===== src/rtl/ysyx_23060061_mdu.sv =====
// Iterative RV32M multiply/divide unit: one bit per cycle shift-add multiply and
// restoring divide on operand magnitudes, with the sign fixup applied on the last step.
module ysyx_23060061_mdu #(
    parameter int WIDTH = 32
) (
    input  logic             clk,
    input  logic             rst,
    input  logic             in_valid,
    output logic             in_ready,
    input  logic [2:0]       mdOp,
    input  logic [WIDTH-1:0] a,
    input  logic [WIDTH-1:0] b,
    input  logic             kill,
    output logic             out_valid,
    input  logic             out_ready,
    output logic [WIDTH-1:0] mdOut,
    output logic             busy
);
    localparam int CW = $clog2(WIDTH) + 1;

    localparam logic [1:0] S_IDLE = 2'd0;
    localparam logic [1:0] S_CALC = 2'd1;
    localparam logic [1:0] S_DONE = 2'd2;

    logic [1:0]       r_state;
    logic [CW-1:0]    r_cnt;
    logic [2:0]       r_op;
    logic [WIDTH-1:0] r_mb;
    logic [WIDTH-1:0] r_hi;     // product high half, or partial remainder
    logic [WIDTH-1:0] r_lo;     // multiplier bits, or dividend shifting into quotient
    logic             r_neg_q;
    logic             r_neg_r;
    logic             r_special;
    logic [WIDTH-1:0] r_result;

    logic             w_accept;
    logic             w_a_sgn;
    logic             w_b_sgn;
    logic             w_a_neg;
    logic             w_b_neg;
    logic [WIDTH-1:0] w_ma;
    logic [WIDTH-1:0] w_mb;
    logic             w_div0;
    logic             w_ovf;
    logic [WIDTH-1:0] w_spec_res;

    assign in_ready  = (r_state == S_IDLE);
    assign busy      = (r_state != S_IDLE);
    assign out_valid = (r_state == S_DONE);
    assign mdOut     = (r_state == S_DONE) ? r_result : '0;

    assign w_accept = in_valid & in_ready;
    assign w_a_sgn  = (mdOp == 3'b001) | (mdOp == 3'b010) | (mdOp == 3'b100) | (mdOp == 3'b110);
    assign w_b_sgn  = (mdOp == 3'b001) | (mdOp == 3'b100) | (mdOp == 3'b110);
    assign w_a_neg  = w_a_sgn & a[WIDTH-1];
    assign w_b_neg  = w_b_sgn & b[WIDTH-1];
    assign w_ma     = w_a_neg ? (~a + 1'b1) : a;
    assign w_mb     = w_b_neg ? (~b + 1'b1) : b;

    // Division corner cases resolve at accept and bypass the iteration.
    assign w_div0 = mdOp[2] & (b == '0);
    assign w_ovf  = mdOp[2] & ~mdOp[0] & (a == {1'b1, {(WIDTH-1){1'b0}}}) & (b == '1);
    always_comb begin
        // NOTE: default first so every path assigns the output and no latch is inferred.
        w_spec_res = '0;
        if (w_div0)
            w_spec_res = mdOp[1] ? a : '1;
        else if (w_ovf)
            w_spec_res = mdOp[1] ? '0 : {1'b1, {(WIDTH-1){1'b0}}};
    end

    logic [WIDTH:0]     w_sum;
    logic [WIDTH:0]     w_shift;
    logic               w_ge;
    logic [WIDTH-1:0]   w_sub;
    logic [WIDTH-1:0]   w_hi_n;
    logic [WIDTH-1:0]   w_lo_n;
    logic [2*WIDTH-1:0] w_prod;
    logic [WIDTH-1:0]   w_quo;
    logic [WIDTH-1:0]   w_rem;
    logic [WIDTH-1:0]   w_calc_res;

    assign w_sum   = {1'b0, r_hi} + (r_lo[0] ? {1'b0, r_mb} : '0);
    assign w_shift = {r_hi, r_lo[WIDTH-1]};
    assign w_ge    = (w_shift >= {1'b0, r_mb});
    // Modular subtract is exact whenever it is used, since the remainder stays below r_mb.
    assign w_sub   = w_shift[WIDTH-1:0] - r_mb;
    assign w_hi_n  = r_op[2] ? (w_ge ? w_sub : w_shift[WIDTH-1:0]) : w_sum[WIDTH:1];
    assign w_lo_n  = r_op[2] ? {r_lo[WIDTH-2:0], w_ge} : {w_sum[0], r_lo[WIDTH-1:1]};

    assign w_prod = r_neg_q ? (~{w_hi_n, w_lo_n} + 1'b1) : {w_hi_n, w_lo_n};
    assign w_quo  = r_neg_q ? (~w_lo_n + 1'b1) : w_lo_n;
    assign w_rem  = r_neg_r ? (~w_hi_n + 1'b1) : w_hi_n;

    always_comb begin
        case (r_op)
            3'b000:                 w_calc_res = w_prod[WIDTH-1:0];
            3'b001, 3'b010, 3'b011: w_calc_res = w_prod[2*WIDTH-1:WIDTH];
            3'b100, 3'b101:         w_calc_res = w_quo;
            default:                w_calc_res = w_rem;
        endcase
    end

    always_ff @(posedge clk) begin
        // NOTE: state registers use non-blocking assignments so every update sees pre-edge values.
        if (rst) begin
            r_state   <= S_IDLE;
            r_cnt     <= '0;
            r_op      <= '0;
            r_mb      <= '0;
            r_hi      <= '0;
            r_lo      <= '0;
            r_neg_q   <= 1'b0;
            r_neg_r   <= 1'b0;
            r_special <= 1'b0;
            r_result  <= '0;
        end else begin
            case (r_state)
                S_IDLE: begin
                    if (w_accept) begin
                        r_state   <= S_CALC;
                        r_cnt     <= '0;
                        r_op      <= mdOp;
                        r_mb      <= w_mb;
                        r_hi      <= '0;
                        r_lo      <= w_ma;
                        r_neg_q   <= w_a_neg ^ w_b_neg;
                        r_neg_r   <= w_a_neg;
                        r_special <= w_div0 | w_ovf;
                        r_result  <= w_spec_res;
                    end
                end
                S_CALC: begin
                    if (kill) begin
                        r_state <= S_IDLE;
                    end else if (r_special) begin
                        r_state <= S_DONE;
                    end else begin
                        r_hi  <= w_hi_n;
                        r_lo  <= w_lo_n;
                        r_cnt <= r_cnt + 1'b1;
                        if (r_cnt == CW'(WIDTH - 1)) begin
                            r_state  <= S_DONE;
                            r_result <= w_calc_res;
                        end
                    end
                end
                S_DONE: begin
                    if (kill || out_ready)
                        r_state <= S_IDLE;
                end
                default: r_state <= S_IDLE;
            endcase
        end
    end

endmodule


===== config.mk =====
export PLATFORM = sky130hd
export DESIGN_NAME = ysyx_23060061_mdu
export DESIGN_NICKNAME = d
export VERILOG_FILES = /design/src/rtl/ysyx_23060061_mdu.sv
export SDC_FILE = /design/constraint.sdc
export NUM_CORES = 1
export LEC_CHECK = 0
export ABC_AREA = 0
export BUFFER_PORTS_ARGS = -buffer_cell sky130_fd_sc_hd__buf_2
export CELL_PAD_IN_SITES_DETAIL_PLACEMENT = 0
export CELL_PAD_IN_SITES_GLOBAL_PLACEMENT = 1
export CORE_MARGIN = 4
export CORE_UTILIZATION = 40
export CTS_CLUSTER_SIZE = 20
export DETAILED_ROUTE_END_ITERATION = 10
export GPL_ROUTABILITY_DRIVEN = 0
export PLACE_DENSITY_LB_ADDON = 0.1
export SETUP_SLACK_MARGIN = 0.4
export SYNTH_ARGS = -nofsm -noshare
export SYNTH_HDL_FRONTEND = slang
export SYNTH_SLANG_ARGS = --single-unit

===== constraint.sdc =====
create_clock -name clk -period 15.5 [get_ports clk]
set_clock_uncertainty 0.05 [all_clocks]
set_input_delay 0 -clock clk [delete_from_list [all_inputs] [get_ports clk]]
set_output_delay 0 -clock clk [all_outputs]
set_load 0.005 [all_outputs]

# Word level (Yosys, flattened, before mapping)

Cells that the tools add are included.
W data, S select, Z words.

Add/subtract/negate cells: 8
Order comparisons: 1
Equal/unequal tests: 20
Multiplexer cells: 38
Bitwise gates (word level): 20
Reductions and logical operators: 12

Operators by type and width:

| kind                    | count |
|---|---|
| $mux W32                | 23 |
| $pmux W32 S2            | 3 |
| $add A32 B1 Y32 const B | 4 |
| $not A32 Y32            | 4 |
| $pmux W32 S3            | 1 |
| $add A64 B1 Y64 const B | 1 |
| $eq A32 B32 Y1 const B  | 2 |
| $mux W64                | 1 |
| $not A64 Y64            | 1 |
| $add A32 B32 Y33        | 1 |
| $ge A33 B32 Y1          | 1 |
| $logic_not A32 Y1       | 1 |
| $sub A32 B32 Y32        | 1 |
| $mux W6                 | 3 |
| $eq A3 B3 Y1 const B    | 4 |
| $pmux W6 S2             | 1 |
| $mux W2                 | 5 |
| $eq A3 B2 Y1 const B    | 3 |
| $and A1 B1 Y1           | 7 |
| $add A6 B1 Y6 const B   | 1 |
| $eq A3 B1 Y1 const B    | 2 |
| $eq A6 B5 Y1 const B    | 1 |
| $ne A2 B2 Y1 const B    | 3 |
| $or A1 B1 Y1            | 6 |
| 17 further kinds        | 19 |

Register bits after elaboration: 142
Input port bits: 72
Output and inout port bits: 35
Logic and storage cells: 109

# Logic depth before layout (Yosys ltp)

Depth in word-level cells: 11
Mapped depth: 23
Gate-level depth less buffers: 20

# Worst setup path before layout

Ideal clock, no wire load.

Path type: flip-flop to flip-flop
Start: register r_op[2]
End: register r_result[28]
Setup time: 0.130 ns
Data arrival time: 4.967 ns
Required time: 15.320 ns
Setup slack: 10.352 ns
Cell stages (with the launch flop): 21
Buffers on the path: 9
Clock period less this slack: 5.148 ns
Cell sequence: dfxtp_1 -> buf_4 -> buf_2 -> buf_1 -> buf_2 -> buf_2 -> buf_2 -> buf_1 -> buf_2 -> nand2_1 -> o21ai_0 -> ha_1 -> o211ai_1 -> or4_1 -> or3_1 -> or3_1 -> clkbuf_1 -> o31ai_1 -> xnor2_1 -> a221oi_1 -> o22ai_1

Word-level cells in the longest chain between the ends: 9
Elaborated cells on any way between the ends: 24
Classes of those cells: add/sub: 3; eq/ne: 5; mux: 10; bitwise: 3; reduce/logical: 3

RTL lines:

| what                                          | line   | source |
|---|---|---|
| start, declared                               | 27     | `logic [2:0] r_op;` |
| start signal, assigned                        | 123    | `r_op <= mdOp;` |
| $mux W32 (on tied branches)                   | 89, 88 |  |
| $not A64 Y64, or another cell as far along    | 91     | `assign w_prod = r_neg_q ? (~{w_hi_n, w_lo_n} + 1'b1) : {w_hi_n, w_lo_n};` |
| $add A64 B1 Y64, or another cell as far along | 91     |  |
| $mux W64, or another cell as far along        | 91     |  |
| $pmux W32 S3 (*)                              | 96     | `case (r_op)` |
| $mux W32 (*)                                  | 142    | `if (r_cnt == CW'(WIDTH - 1)) begin` |
| $mux W32 (*)                                  | 136    | `end else if (r_special) begin` |
| $mux W32 (*)                                  | 134    | `if (kill) begin` |
| $pmux W32 S2 (*)                              | 118    | `case (r_state)` |
| end signal, assigned                          | 130    | `r_result <= w_spec_res;` |
| end signal, assigned                          | 144    | `r_result <= w_calc_res;` |
| end, declared                                 | 34     | `logic [WIDTH-1:0] r_result;` |

Mark *: on every way between the ends. The rest lies on a longest branch, timed or not. The select of a mux whose other input is x is not followed.
A chain may end at the register's enable or synchronous reset.

# Final worst setup path

Start: register r_mb[28]
End: register r_result[30]

Word-level cells in the longest chain between the ends: 11
Elaborated cells on any way between the ends: 21
Classes of those cells: add/sub: 5; order compare: 1; mux: 12; bitwise: 3

RTL lines:

| what                                                      | line   | source |
|---|---|---|
| start, declared                                           | 28     | `logic [WIDTH-1:0] r_mb;` |
| start signal, assigned                                    | 124    | `r_mb <= w_mb;` |
| $mux W32, or another cell as far along                    | 83     | `assign w_sum = {1'b0, r_hi} + (r_lo[0] ? {1'b0, r_mb} : '0);` |
| $add A32 B32 Y33 / $mux W32 (equally long branches)       | 83, 88 |  |
| $mux W32                                                  | 88     | `assign w_hi_n = r_op[2] ? (w_ge ? w_sub : w_shift[WIDTH-1:0]) : w_sum[WIDTH:1];` |
| $not A64 Y64 / $not A32 Y32 (equally long branches)       | 91, 93 |  |
| $add A64 B1 Y64 / $add A32 B1 Y32 (equally long branches) | 91, 93 |  |
| $mux W64 / $mux W32 (equally long branches)               | 91, 93 |  |
| $pmux W32 S3 (*)                                          | 96     |  |
| $mux W32 (*)                                              | 142    |  |
| $mux W32 (*)                                              | 136    |  |
| $mux W32 (*)                                              | 134    |  |
| $pmux W32 S2 (*)                                          | 118    |  |

Marked as above.

==> reports/qor.csv <==
metric,value,unit
status,"complete, but fails checks",
violations,hold timing,
layout_setup_ws,8660,ps
critPathMaxStageDelay,810,ps
worst_r2r_endpoint,r_result[30],
path_class,reg2reg,
cp_top_family,simple AND/OR/NAND/NOR gates,
die_h,203,um
worstSetupStartpointType,register,
worstPathMaxFanout,15,
slew_violations,0,
max_freq,146,MHz
drc,0,
cts-root-buf,clkbuf_16,
synth_edf_count,0,
finalCritPeriodShare,44.1,%
post_dp_cell_area,0.0161,mm^2
critPathBufInv,2,
tritoncts,done,
tns,0,ps
routed_via_density,6.33,
cts_sinks,142,
post-cts-setup-buffers,0,
swShare,40.1,%
grt_setup_unrepaired,no,
synth_area,0.0153,mm^2
worst_pin_slew,1360,ps
grt_pass1_vias,16100,
drive_above_1_share,10.8,%
postRouteWirelength,66400,um
num_io_pins,107,
hold_violations,1,
whs,-2.42,ps
cts_resized,0,
place_hpwl,50000,um
vdd_drop_max,0.0831,mV
grt_pass1_wl,100000,um
antenna_found_initial,3,
crit_chain,inv_1 > ha_1 > nand4_2 > nor4_4 > a221oi_2 > nand2_1 > o21ai_0 > a31oi_1 > ha_1 > inv_1 > a2111oi_2 > nand4_2 > nor4_2 > nand3_2 > nor4b_1 > a21oi_1 > nor3b_1 > o31ai_1,
min_path_type,in2reg,
synthArstFlopShare,0,%
grt_max_degree,67,
dp_slack,8960,ps
rows,71,
grt_use_total,31.1,%
clk_pin_slew,70,ps
cts_made_buffers,17,
power_frac_comb,36.5,%
internal_power,0.783,mW
finalInstanceArea,0.0172,mm^2
maxCapViolations,0,
start_util,40.5,%
num_vias,17200,
cp-startpoint,r_mb[28],
crit_end,r_result[30],
synth.distinct_cells,99,
htreeDepth,4,
synth_flop_cell,dfxtp_1,
ff2ff_path_depth,18,
critPathSlowestCell,nor4b_1,
setup_viol,0,
clk_path_buf_depth,2,
r2r-start,r_mb[28],
powerDensity,76.0,mW/mm^2
synth.ff_latch_count,142,
worst_setup_path_end_kind,register,
first_pass_iters,7,
worstSkewPairLatency,460,ps
diodes,0,
nets,2343,
worstPathRequired,15800,ps
avgSynthCellArea,7.15,um^2
cts_hold_buffers,52,
crit_cells,18,
portBuffers,106,
synthesis.nets,2279,
grt.overflow.total,0,
synthCells,2135,
core-area,0.0377,mm^2
die_area,0.0413,mm^2
seqPwrFrac,31.8,%
min_period,6840,ps
syn2layout_area_growth,12.7,%
yosysSeqAreaShare,18.6,%
fp.dieW,203,um
initialDrtViolationCount,1785,
relSlewSlack,9.07,%
p_leak,6.53,nW
power_frac_clock,31.7,%
ys_warn_count,0,
p_sw,0.524,mW
arrival,7140,ps
antenna_left,0,
ff2ff_setup_slack,8660,ps
wl_per_cell,24.4,um
-- through the flow --
step	cells	power, mW	hold slack [ps]	utilization (%)
floorplan	2135	0.725	29.3	-
global placement	2639	0.874	154	42.8
detailed placement	2639	0.874	160	42.8
CTS	2723	1.30	0.0835	45.7
global route	2723	1.36	16.0	45.7
finish	2723	1.31	-2.42	45.7
-- cell usage in the layout (no fill, tap or decap), types with 23 or more instances in the layout --
cell type      Yosys  final
nor2_1           252    251
nand2_1          157    157
o21ai_0          152    151
a21oi_1          145    145
dfxtp_1          142    141
buf_2             18    105
xnor2_1           91     91
nor3_1            76     76
and2_1            77     75
xor2_1            72     72
inv_1             70     70
ha_1              70     70
dlygate4sd3_1      0     52
nand3_1           51     51
a211oi_1          49     49
a221oi_1          40     40
mux2i_1           39     39
nand4_1           34     34
buf_4              6     32
a31oi_1           28     28
o31ai_1           28     28
nand2b_1          25     25
o211ai_1          25     25
or3_1             25     25
a21o_1            23     23
a311oi_1          23     23
-- logic make-up (layout without fill, tap and decap cells) --
group / Yosys count / after routing / share of synthesized area (%)
AO/OA/AOI/OAI: 686 / 686 / 30.8
multiplexers: 47 / 47 / 3.15
buffers and inverters: 215 / 292 / 5.59
XOR/XNOR: 163 / 163 / 9.36
AND/OR/NAND/NOR: 810 / 810 / 26.5
adder cells (fa/ha/maj): 72 / 72 / 6.00
flip-flops: 142 / 142 / 18.6
-- registers in the layout, indices dropped and copies added, names as in the netlist --
register   cells
r_cnt          6
r_hi          32
r_lo          32
r_mb          32
r_neg_q        1
r_neg_r        1
r_op           3
r_result      32
r_special      1
r_state        2
-- power by group through the flow --
stage / Sequential [mW] / Combinational (mW) / Clock, mW
after global routing: 0.418 / 0.513 / 0.433
after global placement: 0.421 / 0.452 / 0
after detailed placement: 0.423 / 0.452 / 0
after floorplan: 0.409 / 0.316 / 0
final: 0.415 / 0.477 / 0.415
after CTS: 0.414 / 0.464 / 0.420
-- routing by layer --
layer	global-route usage [%]	up-vias	share of wire, %
met5	0	-	0.014
met4	8.17	2	2.6
met3	7.14	109	9.3
met2	45.6	836	42
met1	45.8	8267	46
li1	-	8032	-
-- area by class of cell --
type / count / area [um^2]
Clock inverter: 9 / 85.1
Clock buffer: 23 / 478
Tap cell: 511 / 639
Fill cell: 3972 / 20500
Inverter: 71 / 267
Multi-Input combinational cell: 1778 / 11600
Timing Repair Buffer: 189 / 1290
Sequential cell: 142 / 2850
-- worst reg2reg max path: cells and delay by family (launching register included) --
kind,cells,cell delay [ps]
AO/OA/AOI/OAI,6,1600
adder cells (fa/ha/maj),2,820
buffers and inverters,2,170
flip-flops,1,470
AND/OR/NAND/NOR,8,3640
-- worst min-delay path by stage --
stage           from           to  slack (ps)  depth (start not counted)
3_5_place_dp    kill   r_state[1]         160                          2
2_1_floorplan   kill   r_state[1]          30                          1
3_3_place_gp    kill   r_state[1]         150                          2
6_report       b[13]     r_mb[13]          -2                          3
4_1_cts        b[13]     r_mb[13]        0.08                          3
5_1_grt         a[4]  r_result[4]          20                          3
-- Yosys cell counts, types with 17 or more instances --
cell type	n	area share (%)
inv_1	70	1.7
o21ai_0	152	5.0
xor2_1	72	4.1
nor2b_1	17	0.70
and2_1	77	3.2
a21oi_1	145	4.8
a211oi_1	49	2.4
o31ai_1	28	1.4
buf_2	18	0.59
nand3_1	51	1.7
mux2i_1	39	2.6
a311oi_1	23	1.3
or3_1	25	1.0
nand2_1	157	3.9
nor3_1	76	2.5
a221oi_1	40	2.3
nand4_1	34	1.4
a22oi_1	21	1.0
dfxtp_1	142	19
o211ai_1	25	1.2
clkbuf_1	103	2.5
ha_1	70	5.7
nor2_1	252	6.2
xnor2_1	91	5.2
nand2b_1	25	1.0
a21o_1	23	1.1
a31oi_1	28	1.1
No activity file was read; power rests on OpenSTA's default activity.
